**src/rtl/uart_rx_ctrl_if.sv**
```systemverilog
// Handshake and register-bus signals between the UART receive controller, the rx
// deserialiser and the processor data bus.
interface uart_rx_ctrl_if;
  logic        tick;
  logic        rx_rdy;
  logic [7:0]  rx_data;
  logic        rx_clear;
  logic        cs;
  logic        rd;
  logic        wr;
  logic [1:0]  addr;
  logic [31:0] wdata;
  logic [31:0] rdata;
  logic        irq;

  modport slave (
    input  rx_rdy, rx_data, cs, rd, wr, addr, wdata,
    output tick, rx_clear, rdata, irq
  );

  modport master (
    output rx_rdy, rx_data, cs, rd, wr, addr, wdata,
    input  tick, rx_clear, rdata, irq
  );
endinterface

```
**src/rtl/uart_rx_ctrl.sv**
```systemverilog
// UART receive controller: 16x baud tick, rx handshake capture into a byte FIFO, and a
// 4-word MMIO register file (DATA/STAT/CTRL/COUNT) with a level interrupt.
module uart_rx_ctrl #(
  parameter int unsigned CLK_HZ  = 50000000,
  parameter int unsigned BAUD    = 115200,
  parameter int unsigned FIFO_AW = 3
) (
  input logic           clk,
  input logic           rst_n,
  uart_rx_ctrl_if.slave bus
);

  localparam int unsigned Div   = CLK_HZ / (BAUD * 16) - 1;
  localparam int unsigned CntW  = $clog2(Div + 1);
  localparam int unsigned Depth = 2 ** FIFO_AW;

  localparam logic [CntW-1:0]  DivL   = CntW'(Div);
  localparam logic [FIFO_AW:0] DepthL = (FIFO_AW + 1)'(Depth);

  localparam logic [1:0] StFlush = 2'd0;
  localparam logic [1:0] StIdle  = 2'd1;
  localparam logic [1:0] StCapt  = 2'd2;
  localparam logic [1:0] StAck   = 2'd3;

  localparam logic [1:0] AddrData  = 2'd0;
  localparam logic [1:0] AddrStat  = 2'd1;
  localparam logic [1:0] AddrCtrl  = 2'd2;
  localparam logic [1:0] AddrCount = 2'd3;

  logic [CntW-1:0]    div_q, div_d;
  logic               en_q, en_d;
  logic               ie_q, ie_d;
  logic               ovr_q, ovr_d;
  logic [1:0]         st_q, st_d;
  logic [FIFO_AW-1:0] wptr_q, wptr_d;
  logic [FIFO_AW-1:0] rptr_q, rptr_d;
  logic [FIFO_AW:0]   cnt_q, cnt_d;
  logic [7:0]         mem_q [Depth];

  logic        rd_sel, wr_sel;
  logic        empty, full;
  logic        capt, push, pop, w1c, ctrl_we;
  logic [7:0]  head;
  logic [31:0] rdata;

  // Baud generator: counts 0..Div while enabled, held at 0 otherwise.
  always_comb begin
    div_d = '0;
    if (en_q && (div_q != DivL)) begin
      div_d = div_q + 1'b1;
    end
  end

  assign bus.tick = en_q && (div_q == DivL);

  // Bus decode and FIFO control.
  assign rd_sel  = bus.cs && bus.rd;
  assign wr_sel  = bus.cs && bus.wr;
  assign empty   = (cnt_q == '0);
  assign full    = (cnt_q == DepthL);
  assign capt    = (st_q == StCapt);
  assign pop     = rd_sel && (bus.addr == AddrData) && !empty;
  // A pop in the same cycle frees a slot, so a full FIFO still accepts the byte.
  assign push    = capt && (!full || pop);
  assign w1c     = wr_sel && (bus.addr == AddrStat) && bus.wdata[3];
  assign ctrl_we = wr_sel && (bus.addr == AddrCtrl);

  always_comb begin
    wptr_d = wptr_q;
    rptr_d = rptr_q;
    cnt_d  = cnt_q;
    if (push) begin
      wptr_d = wptr_q + 1'b1;
    end
    if (pop) begin
      rptr_d = rptr_q + 1'b1;
    end
    unique case ({push, pop})
      2'b10:   cnt_d = cnt_q + 1'b1;
      2'b01:   cnt_d = cnt_q - 1'b1;
      default: cnt_d = cnt_q;
    endcase
  end

  // Overrun is sticky; a drop in the same cycle as a W1C wins.
  always_comb begin
    ovr_d = ovr_q;
    if (w1c) begin
      ovr_d = 1'b0;
    end
    if (capt && !push) begin
      ovr_d = 1'b1;
    end
  end

  always_comb begin
    en_d = en_q;
    ie_d = ie_q;
    if (ctrl_we) begin
      en_d = bus.wdata[0];
      ie_d = bus.wdata[1];
    end
  end

  // Capture FSM; FLUSH discards any byte left pending across reset.
  always_comb begin
    st_d = st_q;
    unique case (st_q)
      StFlush: if (!bus.rx_rdy) st_d = StIdle;
      StIdle:  if (bus.rx_rdy)  st_d = StCapt;
      StCapt:                   st_d = StAck;
      StAck:   if (!bus.rx_rdy) st_d = StIdle;
      default:                  st_d = StFlush;
    endcase
  end

  assign bus.rx_clear = (st_q == StFlush) || (st_q == StAck);

  assign head = empty ? 8'h00 : mem_q[rptr_q];

  always_comb begin
    rdata = '0;
    unique case (bus.addr)
      AddrData:  rdata = {24'b0, head};
      AddrStat:  rdata = {27'b0, full, ovr_q, ie_q, en_q, !empty};
      AddrCtrl:  rdata = {30'b0, ie_q, en_q};
      AddrCount: rdata = 32'(cnt_q);
      default:   rdata = '0;
    endcase
  end

  assign bus.rdata = rdata;
  assign bus.irq   = ie_q && (!empty || ovr_q);

  always_ff @(posedge clk or negedge rst_n) begin
    if (!rst_n) begin
      div_q  <= '0;
      en_q   <= 1'b1;
      ie_q   <= 1'b0;
      ovr_q  <= 1'b0;
      st_q   <= StFlush;
      wptr_q <= '0;
      rptr_q <= '0;
      cnt_q  <= '0;
    end else begin
      div_q  <= div_d;
      en_q   <= en_d;
      ie_q   <= ie_d;
      ovr_q  <= ovr_d;
      st_q   <= st_d;
      wptr_q <= wptr_d;
      rptr_q <= rptr_d;
      cnt_q  <= cnt_d;
    end
  end

  // Storage needs no reset: occupancy gates every read.
  always_ff @(posedge clk) begin
    if (push) begin
      mem_q[wptr_q] <= bus.rx_data;
    end
  end

endmodule
```
**src/flat_wrapper.sv**
```systemverilog
// flat-port wrapper written by rule: the top's interface ports become plain ports
module uart_rx_ctrl_flat 
#(
  parameter int unsigned CLK_HZ  = 50000000,
  parameter int unsigned BAUD    = 115200,
  parameter int unsigned FIFO_AW = 3
)
  (clk, rst_n, bus_rx_rdy, bus_rx_data, bus_cs, bus_rd, bus_wr, bus_addr, bus_wdata, bus_tick, bus_rx_clear, bus_rdata, bus_irq);
  uart_rx_ctrl_if bus_i ();
  input logic clk;
  input logic rst_n;
  input wire logic [$bits(bus_i.rx_rdy)-1:0] bus_rx_rdy;
  input wire logic [$bits(bus_i.rx_data)-1:0] bus_rx_data;
  input wire logic [$bits(bus_i.cs)-1:0] bus_cs;
  input wire logic [$bits(bus_i.rd)-1:0] bus_rd;
  input wire logic [$bits(bus_i.wr)-1:0] bus_wr;
  input wire logic [$bits(bus_i.addr)-1:0] bus_addr;
  input wire logic [$bits(bus_i.wdata)-1:0] bus_wdata;
  output wire logic [$bits(bus_i.tick)-1:0] bus_tick;
  output wire logic [$bits(bus_i.rx_clear)-1:0] bus_rx_clear;
  output wire logic [$bits(bus_i.rdata)-1:0] bus_rdata;
  output wire logic [$bits(bus_i.irq)-1:0] bus_irq;
  assign bus_i.rx_rdy = bus_rx_rdy;
  assign bus_i.rx_data = bus_rx_data;
  assign bus_i.cs = bus_cs;
  assign bus_i.rd = bus_rd;
  assign bus_i.wr = bus_wr;
  assign bus_i.addr = bus_addr;
  assign bus_i.wdata = bus_wdata;
  assign bus_tick = bus_i.tick;
  assign bus_rx_clear = bus_i.rx_clear;
  assign bus_rdata = bus_i.rdata;
  assign bus_irq = bus_i.irq;
  uart_rx_ctrl #(.CLK_HZ(CLK_HZ), .BAUD(BAUD), .FIFO_AW(FIFO_AW)) u_core (.clk(clk), .rst_n(rst_n), .bus(bus_i));
endmodule
```
**config.mk**
```make
export PLATFORM = sky130hd
export DESIGN_NAME = uart_rx_ctrl_flat
export DESIGN_NICKNAME = d
export VERILOG_FILES = /design/src/rtl/uart_rx_ctrl_if.sv /design/src/rtl/uart_rx_ctrl.sv /design/src/flat_wrapper.sv
export SDC_FILE = /design/constraint.sdc
export NUM_CORES = 1
export LEC_CHECK = 0
export BUFFER_PORTS_ARGS = -buffer_cell sky130_fd_sc_hd__buf_2
export CAP_MARGIN = 25
export CORE_MARGIN = 8
export CORE_UTILIZATION = 56
export CTS_BUF_LIST = sky130_fd_sc_hd__clkbuf_2 sky130_fd_sc_hd__clkbuf_4 sky130_fd_sc_hd__clkbuf_8
export DETAILED_ROUTE_END_ITERATION = 8
export HOLD_SLACK_MARGIN = 0.1
export PLACE_DENSITY = 0.82
export SLEW_MARGIN = 20
export SYNTH_ARGS = -nofsm -noshare
export SYNTH_HDL_FRONTEND = slang
export SYNTH_SLANG_ARGS = --single-unit
export TNS_END_PERCENT = 10
```
**constraint.sdc**
```tcl
create_clock -name clk -period 3 [get_ports clk]
set_input_delay 0.45 -clock clk [delete_from_list [all_inputs] [get_ports clk]]
set_output_delay 0.45 -clock clk [all_outputs]
set_load 0.02 [all_outputs]
```
==> metrics.md <==
| Metric | Value |
|---|---|
| Outcome | `finished clean` |
| Pin count of the biggest net entering global routing | `21` |
| Slew @ Worst Pin | `0.605 ns` |
| Die height | `98.9 um` |
| TritonCTS Buffers | `9` |
| Final Cycle Share | `0.890` |
| Commonest non-fill, non-tap cell in the layout | `edfxtp_1` |
| CP startpoint kind | `register` |
| Finish-stage setup viols | `0` |
| Nature of the critical path endpoint | `register` |
| Critical Path Stages | `7` |
| Flop pwr share | `0.491` |
| RSZ-0062 raised after global routing | `no` |
| Max-Cap Viols | `0` |
| Placed Cells | `about 360` |
| Ys flop type | `edfxtp_1` |
| Post-CTS Setup Bufs | `0` |
| Gr usage total | `0.144` |
| TritonCTS clock tree | `built` |
| Initial Utilization | `0.573` |
| Hold Crit Endpoint | `u_core.ie_q` |
| DRT Pass-1 Iters | `4` |
| YS warnings | `0` |
| Vias in the first global route | `2,097` |
| Hold WC Path Type | `in2reg` |
| First-pass GRT wire length | `10,800 um` |
| Syn Area/Cell | `around 15 um2` |
| Worst skew pair latency | `0.34 ns` |
| PortBufs | `29` |
| WL per Instance | `17.9 um` |
| Power per Cell Area | `approximately 780 nW/um2` |
| Worst path bufs/invs | `0` |
| Largest delay contributor family on the critical path | `simple AND/OR/NAND/NOR gates` |
| Comb pwr share | `0.295` |
| CP required | `3.21 ns` |
| Fraction of layout cells with a size suffix above 1 | `0.270` |
| Synthesized cell area | `just under 4000 um2` |
| Clock root cell | `clkbuf_8` |
| FF-to-FF path depth | `7` |
| Total number of vias | `around 2,100` |
| R2r setup slk | `0.33 ns` |
| FMAX | `374 MHz` |
| Clock power frac | `0.214` |
| DPL Wire Length | `between 4000 and 5000 um` |
| Layout area overhead | `9.81%` |
| Crit path DAT | `2.88 ns` |
| Setup TNS | `0 ns` |
| Commonest cells after routing, fill and taps aside | `64 x edfxtp_1, 29 x buf_2, 24 x conb_1` |
| Worst hold path stage count | `2` |
| Post-route ant nets | `0` |
| Relative slew margins | `0.597` |
| Routability cong. | `0.749` |
| Antenna violations before repair | `0` |
| Final slew viol count | `0` |
| Number of diodes | `0` |
| # IOs | `83` |
| Nets | `353` |
| Row cnt | `30` |
| CP max-delay cell | `or4_4` |
| Switching share of total power | `0.332` |
| Final Hold Fails | `0` |
| RR Startpoint | `u_core.cnt_q[0]` |
| Maximum vdd drop | `0.332 mV` |
| DRC | `0` |
| Die W | `about 99 um` |
| R2r endpoint | `u_core.cnt_q[3]` |
| Number of synthesized register bits | `84` |
| Final min period | `about 2.7 ns` |
| Die area | `9790 um2` |
| Static Leak | `1.63 nW` |
| Clock skew | `~0.011 ns` |
| Crit Path Class | `reg2reg` |
| H-tree depth | `3` |
| Int Pwr | `around 2.2 mW` |
| Clk slew on worst S/H paths | `~0.09 ns` |
| Final std cells w/o fill | `380` |
| CP max FO | `8` |
| First DRT Iteration DRCs | `120` |
| Hold_sp | `bus_wdata[1]` |
| CP max stage delay | `0.58 ns` |
| Post-synth EDFFs | `64` |
| GRT overflow | `0` |
| Vias/cell | `5.50` |
| Clock Tree Buf Depth | `2` |
| CTS sink count | `84` |
| Core ar. | `~6700 um2` |
| CP most frequent cell | `ha_1` |
| Sw power | `between 1 and 1.5 mW` |
| WL final | `6810 um` |
| Ys async rst share | `0.238` |
| Post-Syn Instances | `between 200 and 300` |
| Seq/Total Area, Yosys | `0.629` |
| CP cell instances | `or4_4, nor2b_4, ha_1, ha_1, a21oi_1, o21ai_0, o311ai_0` |
| Library cells used by synthesis | `40` |
==> sequential cells by signal, summed over array words and instances (netlist names) <==
name,count
u_core.mem_q,64
u_core.st_q,2
u_core.div_q,5
u_core.ie_q,1
u_core.rptr_q,3
u_core.wptr_q,3
u_core.ovr_q,1
u_core.en_q,1
u_core.cnt_q,4
==> through the flow <==
| stage | setup WS (ns) | power (mW) | hold WS [ns] | util | cell area [um2] |
|---|---|---|---|---|---|
| after floorplan | 0.631 | 2.37 | 0.154 | - | 3940 |
| after global placement | 0.375 | 2.58 | 0.425 | 0.602 | 4040 |
| after detailed placement | 0.282 | 2.62 | 0.424 | 0.602 | 4040 |
| after CTS | 0.126 | 3.32 | 0.319 | 0.629 | 4230 |
| after global routing | 0.0614 | 3.48 | 0.332 | 0.629 | 4230 |
| final | 0.330 | 3.29 | 0.336 | 0.629 | 4230 |
==> worst max path at each step <==
| stage | start | endpoint | slack [ns] |
|---|---|---|---|
| finish | u_core.cnt_q[0] | u_core.cnt_q[3] | 0.33 |
| global route | u_core.cnt_q[0] | u_core.cnt_q[3] | 0.06 |
| CTS | u_core.rptr_q[0] | bus_rdata[1] | 0.13 |
| detailed placement | bus_addr[0] | u_core.cnt_q[3] | 0.28 |
| global placement | bus_addr[0] | u_core.cnt_q[3] | 0.37 |
| floorplan | bus_addr[0] | u_core.cnt_q[3] | 0.63 |
==> cell usage after synthesis (4+ instances only) <==
cell | count | share of area
a21oi_1 | 4 | 0.0052
nor3_1 | 4 | 0.0052
nand3_1 | 5 | 0.0065
xor2_1 | 4 | 0.0091
dfrtp_1 | 19 | 0.12
inv_1 | 12 | 0.012
mux4_2 | 16 | 0.094
mux2_2 | 4 | 0.012
mux2i_1 | 11 | 0.029
edfxtp_1 | 64 | 0.50
nand4b_1 | 4 | 0.0091
buf_4 | 25 | 0.049
nor2_1 | 16 | 0.016
xnor2_1 | 5 | 0.011
o21ai_0 | 10 | 0.013
ha_1 | 9 | 0.029
nand2_1 | 10 | 0.0097
==> power by group through the flow <==
stage | registers (mW) | clock network [mW] | logic [mW]
finish | 1.61 | 0.704 | 0.971
global route | 1.65 | 0.763 | 1.07
CTS | 1.62 | 0.723 | 0.983
detailed placement | 1.64 | 0 | 0.978
global placement | 1.64 | 0 | 0.947
floorplan | 1.52 | 0 | 0.851
==> routing by layer <==
layer | vias up | part of all wire | GRT usage
met4 | 0 | 0.016 | 0.0602
met1 | 1046 | 0.42 | 0.177
met3 | 9 | 0.053 | 0.0310
met5 | - | 0 | 0
met2 | 56 | 0.51 | 0.240
li1 | 980 | - | -
==> cell type report <==
cell class / instances / area, um2
clock buffers: 9 / 124
inverters: 12 / 45.0
multi-input cells: 147 / 1250
well taps: 80 / 100
fillers: 473 / 2490
repair buffers: 41 / 238
flip-flops and latches: 84 / 2420
clock inverters: 7 / 50.0
==> timing repair <==
item / in CTS / in global routing
endpoints found under the hold margin: 19 / 0
resized for setup: 0 / 1
endpoints found under the setup margin: 0 / 1
hold buffers: 1 / 0
==> worst register-to-register path: stages (launching register included) <==
cell and delay, ns:
dfrtp_1 0.46, or4_4 0.58, nor2b_4 0.17, ha_1 0.29, ha_1 0.31, a21oi_1 0.23, o21ai_0 0.13, o311ai_0 0.37
==> cells by family (layout without fill, tap and decap cells) <==
group                      after synthesis  in the layout  synth area share
and+or+nand+nor                         52             52            0.0767
other                                    1             24          0.000974
adders and majority gates               10             10            0.0344
buffers and inverters                   43             69            0.0692
AOI/OAI and AO/OA                       19             19            0.0283
DFF                                     84             84             0.629
muxes                                   33             33             0.141
xor gates and xnor gates                 9              9            0.0205
(Power assumes the default switching activity.)
